### src/rtl/image_load_ctrl_pkg.sv
// image_load_ctrl_pkg: shared widths, default image depth and FSM state encoding.
// The ST_RESYNC state exists only when IMG_TLAST_CHECK_EN is defined.
package image_load_ctrl_pkg;
  localparam int DEPTH_DEF = 128;
  localparam int WORD_W = 32;
`ifdef IMG_TLAST_CHECK_EN
  typedef enum logic [1:0] {ST_FILL, ST_HOLD, ST_RESYNC} state_t;
`else
  typedef enum logic [1:0] {ST_FILL, ST_HOLD} state_t;
`endif
endpackage

### src/rtl/image_load_ctrl_if.sv
// image_load_ctrl_if: word stream handshake between the stream source (master) and the loader (slave).
// Signals: valid, ready, data[W-1:0], and last when IMG_TLAST_CHECK_EN is defined.
interface image_load_ctrl_if #(parameter int W = 32);
  logic valid;
  logic ready;
  logic [W-1:0] data;
`ifdef IMG_TLAST_CHECK_EN
  logic last;
`endif
  modport master(
    output valid,
    output data,
`ifdef IMG_TLAST_CHECK_EN
    output last,
`endif
    input ready
  );
  modport slave(
    input valid,
    input data,
`ifdef IMG_TLAST_CHECK_EN
    input last,
`endif
    output ready
  );
endinterface

### src/rtl/image_load_ctrl_shift_buf.sv
// image_load_ctrl_shift_buf: DEPTH-bit assembly buffer, shifts a word in at the LSB end.
// Ports: clk, rst_n (async active-low), shift (load enable), clr (sync clear), din[W-1:0], q[DEPTH-1:0].
// The oldest word leaves through the MSB end, so surplus high bits of the first word are dropped.
module image_load_ctrl_shift_buf #(
  parameter int DEPTH = 128,
  parameter int W = 32
) (
  input  logic             clk,
  input  logic             rst_n,
  input  logic             shift,
  input  logic             clr,
  input  logic [W-1:0]     din,
  output logic [DEPTH-1:0] q
);
  always_ff @(posedge clk or negedge rst_n)
    if (!rst_n) q <= '0;
    else if (clr) q <= '0;
    else if (shift) q <= DEPTH'({q, din});
endmodule

### src/rtl/image_load_ctrl.sv
// image_load_ctrl: assembles a DEPTH-bit image from 32-bit words and commits it atomically outside the collision phase.
// Ports: clk, rst_n (async active-low), s (stream slave), clear (sync abort), in_collision_state,
//   img_data (committed image), img_update (1-cycle commit pulse), frame_cnt (committed frames),
//   busy (frame held, commit pending), err_frame (sticky framing error, only with IMG_TLAST_CHECK_EN).
// Optional feature macro: IMG_TLAST_CHECK_EN enables s.last framing checks and the RESYNC state.
module image_load_ctrl
  import image_load_ctrl_pkg::*;
#(
  parameter int DEPTH = DEPTH_DEF
) (
  input  logic               clk,
  input  logic               rst_n,
  image_load_ctrl_if.slave   s,
  input  logic               clear,
  input  logic               in_collision_state,
  output logic [DEPTH-1:0]   img_data,
  output logic               img_update,
  output logic [15:0]        frame_cnt,
`ifdef IMG_TLAST_CHECK_EN
  output logic               err_frame,
`endif
  output logic               busy
);
  localparam int NWORDS = (DEPTH + WORD_W - 1) / WORD_W;
  localparam int CW = NWORDS > 1 ? $clog2(NWORDS) : 1;
  state_t state, state_n;
  logic [CW-1:0] count, count_n;
  logic [DEPTH-1:0] sbuf;
  logic beat, last_word, shift, bclr, commit;
`ifdef IMG_TLAST_CHECK_EN
  logic err_set;
`endif
  assign s.ready = state != ST_HOLD;
  assign busy = state == ST_HOLD;
  assign beat = s.valid & s.ready;
  assign last_word = count == CW'(NWORDS - 1);
  image_load_ctrl_shift_buf #(.DEPTH(DEPTH), .W(WORD_W)) u_buf (
    .clk(clk),
    .rst_n(rst_n),
    .shift(shift),
    .clr(bclr),
    .din(s.data),
    .q(sbuf)
  );
  // clear overrides everything, including a final beat or a pending commit in the same cycle
  always_comb begin
    state_n = state;
    count_n = count;
    shift = 1'b0;
    bclr = 1'b0;
    commit = 1'b0;
`ifdef IMG_TLAST_CHECK_EN
    err_set = 1'b0;
`endif
    if (clear) begin
      state_n = ST_FILL;
      count_n = '0;
      bclr = 1'b1;
    end else begin
      case (state)
        ST_HOLD: begin
          commit = !in_collision_state;
          state_n = in_collision_state ? ST_HOLD : ST_FILL;
        end
`ifdef IMG_TLAST_CHECK_EN
        ST_RESYNC: state_n = beat && s.last ? ST_FILL : ST_RESYNC;
`endif
        default: if (beat) begin
`ifdef IMG_TLAST_CHECK_EN
          // last early: restart framing at once; last missing: discard until the source's next last
          if (s.last != last_word) begin
            err_set = 1'b1;
            count_n = '0;
            bclr = 1'b1;
            state_n = last_word ? ST_RESYNC : ST_FILL;
          end else
`endif
          begin
            shift = 1'b1;
            count_n = last_word ? '0 : count + 1'b1;
            state_n = last_word ? ST_HOLD : ST_FILL;
          end
        end
      endcase
    end
  end
  always_ff @(posedge clk or negedge rst_n)
    if (!rst_n) begin
      state <= ST_FILL;
      count <= '0;
      img_data <= '0;
      img_update <= 1'b0;
      frame_cnt <= '0;
    end else begin
      state <= state_n;
      count <= count_n;
      img_update <= commit;
      if (commit) begin
        img_data <= sbuf;
        frame_cnt <= frame_cnt + 1'b1;
      end
    end
`ifdef IMG_TLAST_CHECK_EN
  always_ff @(posedge clk or negedge rst_n)
    if (!rst_n) err_frame <= 1'b0;
    else if (err_set) err_frame <= 1'b1;
`endif
endmodule

### src/flat_wrapper.sv
// flat-port wrapper written by rule: the top's interface ports become plain ports
module image_load_ctrl_flat import image_load_ctrl_pkg::*;
#(
  parameter int DEPTH = DEPTH_DEF
)
  (clk, rst_n, clear, in_collision_state, img_data, img_update, frame_cnt, busy, s_valid, s_data, s_ready);
  image_load_ctrl_if #(.W(WORD_W)) s_i ();
  input  logic clk;
  input  logic rst_n;
  input  logic clear;
  input  logic in_collision_state;
  output logic [DEPTH-1:0] img_data;
  output logic img_update;
  output logic [15:0] frame_cnt;
  output logic busy;
  input wire logic [$bits(s_i.valid)-1:0] s_valid;
  input wire logic [$bits(s_i.data)-1:0] s_data;
  output wire logic [$bits(s_i.ready)-1:0] s_ready;
  assign s_i.valid = s_valid;
  assign s_i.data = s_data;
  assign s_ready = s_i.ready;
  image_load_ctrl #(.DEPTH(DEPTH)) u_core (.clk(clk), .rst_n(rst_n), .s(s_i), .clear(clear), .in_collision_state(in_collision_state), .img_data(img_data), .img_update(img_update), .frame_cnt(frame_cnt), .busy(busy));
endmodule
### config.mk
export PLATFORM = sky130hd
export DESIGN_NAME = image_load_ctrl_flat
export DESIGN_NICKNAME = d
export VERILOG_FILES = /design/src/rtl/image_load_ctrl_pkg.sv /design/src/rtl/image_load_ctrl_if.sv /design/src/rtl/image_load_ctrl_shift_buf.sv /design/src/rtl/image_load_ctrl.sv /design/src/flat_wrapper.sv
export SDC_FILE = /design/constraint.sdc
export NUM_CORES = 1
export LEC_CHECK = 0
export CORE_ASPECT_RATIO = 1.25
export CORE_MARGIN = 4
export CORE_UTILIZATION = 48
export CTS_CLUSTER_DIAMETER = 100
export DETAILED_ROUTE_END_ITERATION = 12
export PLACE_DENSITY = 0.7
export SLEW_MARGIN = 25
export SYNTH_ARGS = -nofsm -noshare
export SYNTH_HDL_FRONTEND = slang
export SYNTH_SLANG_ARGS = --single-unit
### constraint.sdc
create_clock -name clk -period 1.7 [get_ports clk]
set_clock_uncertainty 0.1 [all_clocks]
set_input_delay 0.51 -clock clk [delete_from_list [all_inputs] [get_ports clk]]
set_output_delay 0.51 -clock clk [all_outputs]
set_load 0.1 [all_outputs]
==> results.yml, run 1 <==
run_status:
  outcome: "complete, but fails checks"
  violations: "negative setup slack"
synth:
  synthCells: 903
  synthArstFlopShare_pct: 100
  synthDistinctLibCells: 23
  ys_seq_area_share_pct: 65.1
  yosysWarningCount: 0
  synth_flop_cell: "dfrtp_1"
  synth_edf_count: 0
  syn_nets: 942
  avgSynthCellArea_um2: 11.7
  syn_area_um2: 10600
  ys_ff_latch: 276
placement:
  portBuffers: 183
  gp_congestion: 0.772
  dp_hpwl_mm: 17.2
  dp.cells: 1354
global_routing:
  grt_busiest_layer: "met2"
  grt_use_met2_pct: 34.9
  met3_usage_pct: 2.83
  use_met1_pct: 28.9
  grt_remaining_overflow: 0
  grt_pass1_vias: 7887
  grt_max_degree: 71
  antenna_found_initial: 0
  grt_pass1_wl_mm: 41.8
  grt_usage_pct: 20.9
routing:
  wire_per_inst_um: 19.4
  avgViaCountPerCell: 5.31
  initialDrtViolationCount: 412
  vias: 7875
  finalWirelength_mm: 28.8
  dr.pass1.iters: 4
  drc: 0
  ant_nets: 0
floorplan:
  start_util_pct: 49.1
  die-area_um2: 24600
  die_height_um: 174
  die_w_um: 141
  core_um2: 21600
  pin_count: 184
  num_rows: 60
final_layout:
  area_growth_pct: 60.7
  nFillCells: 1206
  antennaDiodeCount: 0
  drive_above_1_share_pct: 49.1
  fin_cells: 1482
  finalNetCount: 1222
clock_network:
  cts_buffer_depth: 3
  numCtsBuffers: 26
  insertion_delay_ns: 0.52
  cts_num_sinks: 276
  clkTransAtPathRegs_ns: 0.06
  cts_htree_levels: 1
  cts_tree: "done"
  clock-root-buffer: "clkbuf_16"
timing:
  post-route-period-util_pct: 117
  fmax_mhz: 502
  worst_slew_pin_slew_ns: 1.06
  rsz0062_at_grt: "yes"
  final-max-slew-violation-count: 0
  fin_crit_ns: 1.99
  finalHoldViolCount: 0
  layout_setup_ws_ns: -0.293
  setup_viol: 210
  max_slew_margin_pct: 29.6
power_and_ir_drop:
  comb_power_share_pct: 8.5
  intPower_uw: 10900
  peakVddDrop_mv: 0.812
  powerDensity_nw_per_um2: 830
  sw_frac_of_total_pct: 22.8
  power.switching_uw: 3230
  fin_total_pwr_uw: 14100
  p_leak_uw: 0.00774
  p_clk_share_pct: 43.5
  seqPwrFrac_pct: 48.0
hold_path:
  hp-class: "in -> reg"
critical_path:
  cp-start-kind: "flop"
  cp_max_fo: 3
  critical_path_class: "reg -> out"
  crit_arrival_ns: 1.38
  crit_path_end_kind: "primary output"
  required_ns: 1.09
flow_run:
  cap_violations: 0
==> routing by layer <==
layer / vias up / part of all wire [%] / routed length (µm)
met2: 217 / 51 / 14800
met5: - / 0 / 0
met4: 0 / 2.6 / 748
met3: 45 / 4.3 / 1230
met1: 4051 / 42 / 12000
li1: 3562 / - / -
==> worst max-delay path: stages (launching register included) <==
cell and delay [ns]:
dfrtp_4 0.48, buf_6 0.14, clkinvlp_4 0.08, buf_12 0.17
==> synth_stat cells (all sizes together) (2+ instances only) <==
cell / number / share of area [%]
nand4: 5 / 0.35
and4: 2 / 0.17
mux2: 129 / 14
nor3: 3 / 0.19
nor2: 4 / 0.14
nand3: 3 / 0.14
a21oi: 131 / 6.2
clkbuf: 26 / 0.92
xor2: 6 / 0.50
ha: 2 / 0.24
nand2: 263 / 9.3
xnor2: 9 / 0.74
and3: 6 / 0.35
dfrtp: 276 / 65
buf: 34 / 1.7
==> cells by family after synthesis <==
family | Yosys count | share of synthesized area [%]
AO/OA/AOI/OAI | 131 | 6.18
XOR/XNOR | 15 | 1.24
adder cells (fa/ha/maj) | 2 | 0.236
buffers and inverters | 61 | 2.63
flip-flops | 276 | 65.1
multiplexers | 129 | 13.7
AND/OR/NAND/NOR | 289 | 10.9
==> cell type report <==
class	instances	area, µm²	area share [%]
sequential	276	6930	40.7
clock buffer	41	818	4.80
multi-input combinational	566	3960	23.2
timing repair buffer	312	4860	28.5
tap	279	349	2.05
inverter	1	7.51	0.0440
clock inverter	7	110	0.646
==> through the flow <==
stage | hold slack [ns] | instance area (µm²) | utilization (%) | TNS, ns | setup slack (ns)
4_1_cts | 0.379 | 16100 | 74.6 | -6.57 | -0.298
3_5_place_dp | 0.334 | 14800 | 68.7 | -111.00 | -0.551
5_1_grt | 0.295 | 17000 | 78.8 | -15.08 | -0.323
3_3_place_gp | 0.336 | 14800 | 68.7 | -108.56 | -0.545
2_1_floorplan | 0.114 | 10800 | - | -11.41 | -0.158
6_report | 0.275 | 17000 | 78.8 | -5.39 | -0.293
==> registers in the layout, summed over array words and instances, names as in the netlist <==
name,cells
u_core.count,2
u_core.frame_cnt,16
u_core.img_data,128
u_core.img_update,1
u_core.state,1
u_core.u_buf.q,128
==> layout by cell type (no fill, tap or decap), drive strengths merged <==
cell type / netlist / final
and3: 6 / 6
clkbuf: 26 / 53
xnor2: 9 / 9
bufinv: 0 / 3
nor2b: 1 / 1
nor3b: 1 / 1
nand2: 263 / 263
dlygate4sd3: 0 / 1
clkdlybuf4s50: 0 / 33
nand3: 3 / 3
clkinv: 0 / 4
ha: 2 / 2
nor3: 3 / 3
buf: 34 / 265
and4: 2 / 2
a21oi: 131 / 131
nor2: 4 / 4
dlymetal6s2s: 0 / 1
nand4: 5 / 5
clkinvlp: 0 / 1
dfrtp: 276 / 276
nand2b: 1 / 1
xor2: 6 / 6
mux2: 129 / 129
==> power by group through the flow <==
stage / combinational (µW) / sequential [µW] / clock (µW)
2_1_floorplan: 264 / 7070 / 0
3_3_place_gp: 997 / 6900 / 0
3_5_place_dp: 1010 / 6910 / 0
4_1_cts: 1030 / 6780 / 6270
5_1_grt: 1280 / 6800 / 6540
6_report: 1200 / 6790 / 6160
==> repair_timing <==
action	CTS	global route
hold buffers	1	0
gates cloned	0	12
setup buffers	45	22
endpoints found under the hold margin	29	0
resized for setup	5	125
endpoints found under the setup margin	170	263
pin swaps	0	32
==> path summary, 6_finish.rpt <==
kind / startpoint / to / slack [ns] / cells after the start
min reg2reg: u_core.u_buf.q[111]$_DFFE_PN0P_ / u_core.img_data[111]$_DFFE_PN0P_ / 0.40 / 1
max: u_core.state[0]$_DFFE_PN0P_ / s_ready / -0.29 / 3
min: in_collision_state / u_core.state[0]$_DFFE_PN0P_ / 0.27 / 3
min in group asynchronous: rst_n / u_core.frame_cnt[2]$_DFFE_PN0P_ / 0.39 / 2
max in group asynchronous: rst_n / u_core.u_buf.q[8]$_DFFE_PN0P_ / 0.53 / 3
max reg2reg: u_core.state[0]$_DFFE_PN0P_ / u_core.u_buf.q[71]$_DFFE_PN0P_ / -0.08 / 9
No activity file was read; power rests on OpenSTA's default activity.
==> run 2: changes to the inputs <==
--- a/config.mk
+++ b/config.mk
@@ -10,7 +10,8 @@
 export CORE_UTILIZATION = 48
 export CTS_CLUSTER_DIAMETER = 100
 export DETAILED_ROUTE_END_ITERATION = 12
-export PLACE_DENSITY = 0.7
+export GPL_ROUTABILITY_DRIVEN = 0
+export PLACE_DENSITY = 0.72
 export SLEW_MARGIN = 25
 export SYNTH_ARGS = -nofsm -noshare
 export SYNTH_HDL_FRONTEND = slang
==> constraint.sdc (replaced) <==
create_clock -name clk -period 1.8 [get_ports clk]
set_clock_uncertainty 0.1 [all_clocks]
set_input_delay 0.54 -clock clk [delete_from_list [all_inputs] [get_ports clk]]
set_output_delay 0.54 -clock clk [all_outputs]
set_load 0.1 [all_outputs]
==> run 2 against run 1 <==
  * Routed wire length fell by 11%
  * Critical endpoint unchanged
  * Core utilization fell by 5.5 points
  * Critical path type unchanged
  * The flow still finishes with violations (negative setup slack)
  * Clock power increased by 2%
==> results.yml, run 2 (synthesis results as in run 1) <==
run_status:
  outcome: "complete, but fails checks"
  violations: "negative setup slack"
floorplan:
  pin_count: 184
  die-area_um2: 24600
  start_util_pct: 49.1
  die_height_um: 174
  core_um2: 21600
  die_w_um: 141
  num_rows: 60
critical_path:
  cp_max_fo: 3
  crit_end: "s_ready"
  required_ns: 1.16
  crit_start: "u_core.state[0]$_DFFE_PN0P_"
  critical_path_class: "reg -> out"
  r2r_end: "u_core.frame_cnt[6]$_DFFE_PN0P_"
  slowest_delay_ns: 0.48
  crit_arrival_ns: 1.39
  reg2reg_slack_ns: 0.07
  worst_r2r_path_depth: 6
  critPathSlowestCell: "dfrtp_4"
  cp-start-kind: "flop"
  worstPathCellList: "buf_8, clkinvlp_4, buf_12"
  r2r_start: "u_core.frame_cnt[0]$_DFFE_PN0P_"
  crit_path_end_kind: "primary output"
routing:
  dr.pass1.iters: 4
  initialDrtViolationCount: 387
  vias: 7438
  wire_per_inst_um: 18.0
  ant_nets: 0
  avgViaCountPerCell: 5.21
  drc: 0
  finalWirelength_mm: 25.7
global_routing:
  antenna_found_initial: 0
  grt_pass1_vias: 7905
  grt_pass1_wl_mm: 42.2
  grt_remaining_overflow: 0
  grt_usage_pct: 21.1
  grt_max_degree: 91
final_layout:
  ff_latch_area_um2: 6940
  layout_common_cells: "263 x nand2_1, 259 x dfrtp_1, 165 x buf_12"
  drive_above_1_share_pct: 36.8
  multi_input_area_um2: 3450
  fin_cells: 1427
  finalNetCount: 1167
  nFillCells: 1400
  area_growth_pct: 49.4
  reg_top3: "u_core.img_data: 128 flops, u_core.u_buf.q: 128 flops, u_core.frame_cnt: 16 flops"
  final_common_cell: "nand2_1"
  antennaDiodeCount: 0
timing:
  finalHoldViolCount: 0
  fin_crit_ns: 2.03
  setup_viol: 4
  max_slew_margin_pct: 66.3
  post-route-period-util_pct: 113
  worst_slew_pin_slew_ns: 0.505
  rsz0062_at_grt: "yes"
  layout_setup_ws_ns: -0.234
  final-max-slew-violation-count: 0
  fmax_mhz: 492
clock_network:
  cts_buffer_depth: 3
  clkTransAtPathRegs_ns: 0.07
  cts_tree: "done"
  cts_htree_levels: 1
  numCtsBuffers: 26
  cts_num_sinks: 276
  insertion_delay_ns: 0.52
  clock-root-buffer: "clkbuf_16"
power_and_ir_drop:
  powerDensity_nw_per_um2: 859
  peakVddDrop_mv: 0.850
  p_leak_uw: 0.00729
  fin_total_pwr_uw: 13600
hold_path:
  hp-class: "in -> async"
placement:
  dp.cells: 1351
  portBuffers: 183
  dp_hpwl_mm: 17.1
flow_run:
  cap_violations: 0
run 2: routing by layer:
metal	routed length, µm	global-route usage (%)
met5	0	0
met4	572	5.29
met3	1280	3.74
met2	12900	35.0
met1	11000	28.9
run 2: what timing repair did:
item                       CTS  global route
buffers inserted            22             5
setup endpoints to repair   26            39
resized for setup           10             2
hold buffers                 1             0
pin swaps                    0             0
hold endpoints to repair    34             0
run 2: critical path: cells and delay by family (launching register included):
kind / cells / cell delay [ns]
buf+inv: 3 / 0.39
flops: 1 / 0.48
run 2: worst min path at each step:
stage               slack (ns)                          endpoint
detailed placement        0.37    u_core.u_buf.q[31]$_DFFE_PN0P_
global route              0.42  u_core.img_data[114]$_DFFE_PN0P_
global placement          0.37    u_core.u_buf.q[31]$_DFFE_PN0P_
finish                    0.40   u_core.img_data[26]$_DFFE_PN0P_
floorplan                 0.14       u_core.count[0]$_DFFE_PN0P_
CTS                       0.40   u_core.img_data[25]$_DFFE_PN0P_
run 2: final cells by class:
cell class / instances / area share (%)
clock buffers: 34 / 4.74
inverters: 1 / 0.0474
well taps: 279 / 2.20
flip-flops and latches: 276 / 43.8
clock inverters: 14 / 1.61
multi-input cells: 566 / 21.8
repair buffers: 257 / 25.8
run 2: power by group:
group          internal (µW)  switching, µW  total (µW)
Combinational            339            583         922
Sequential              6310           93.4        6400
Clock                   3950           2340        6290
Total                  10600           3010       13600
run 2: metrics by stage:
step                      utilization [%]  hold slack [ns]  cell area (µm²)  setup WS (ns)  TNS (ns)
after floorplan                         -            0.144            10700        -0.0575    -0.128
after global routing                 73.3            0.424            15800         -0.287    -0.788
after detailed placement             67.5            0.370            14600         -0.478    -86.62
final                                73.3            0.400            15800         -0.234    -0.424
after global placement               67.5            0.366            14600         -0.454    -82.21
after CTS                            73.1            0.402            15800         -0.250    -0.531
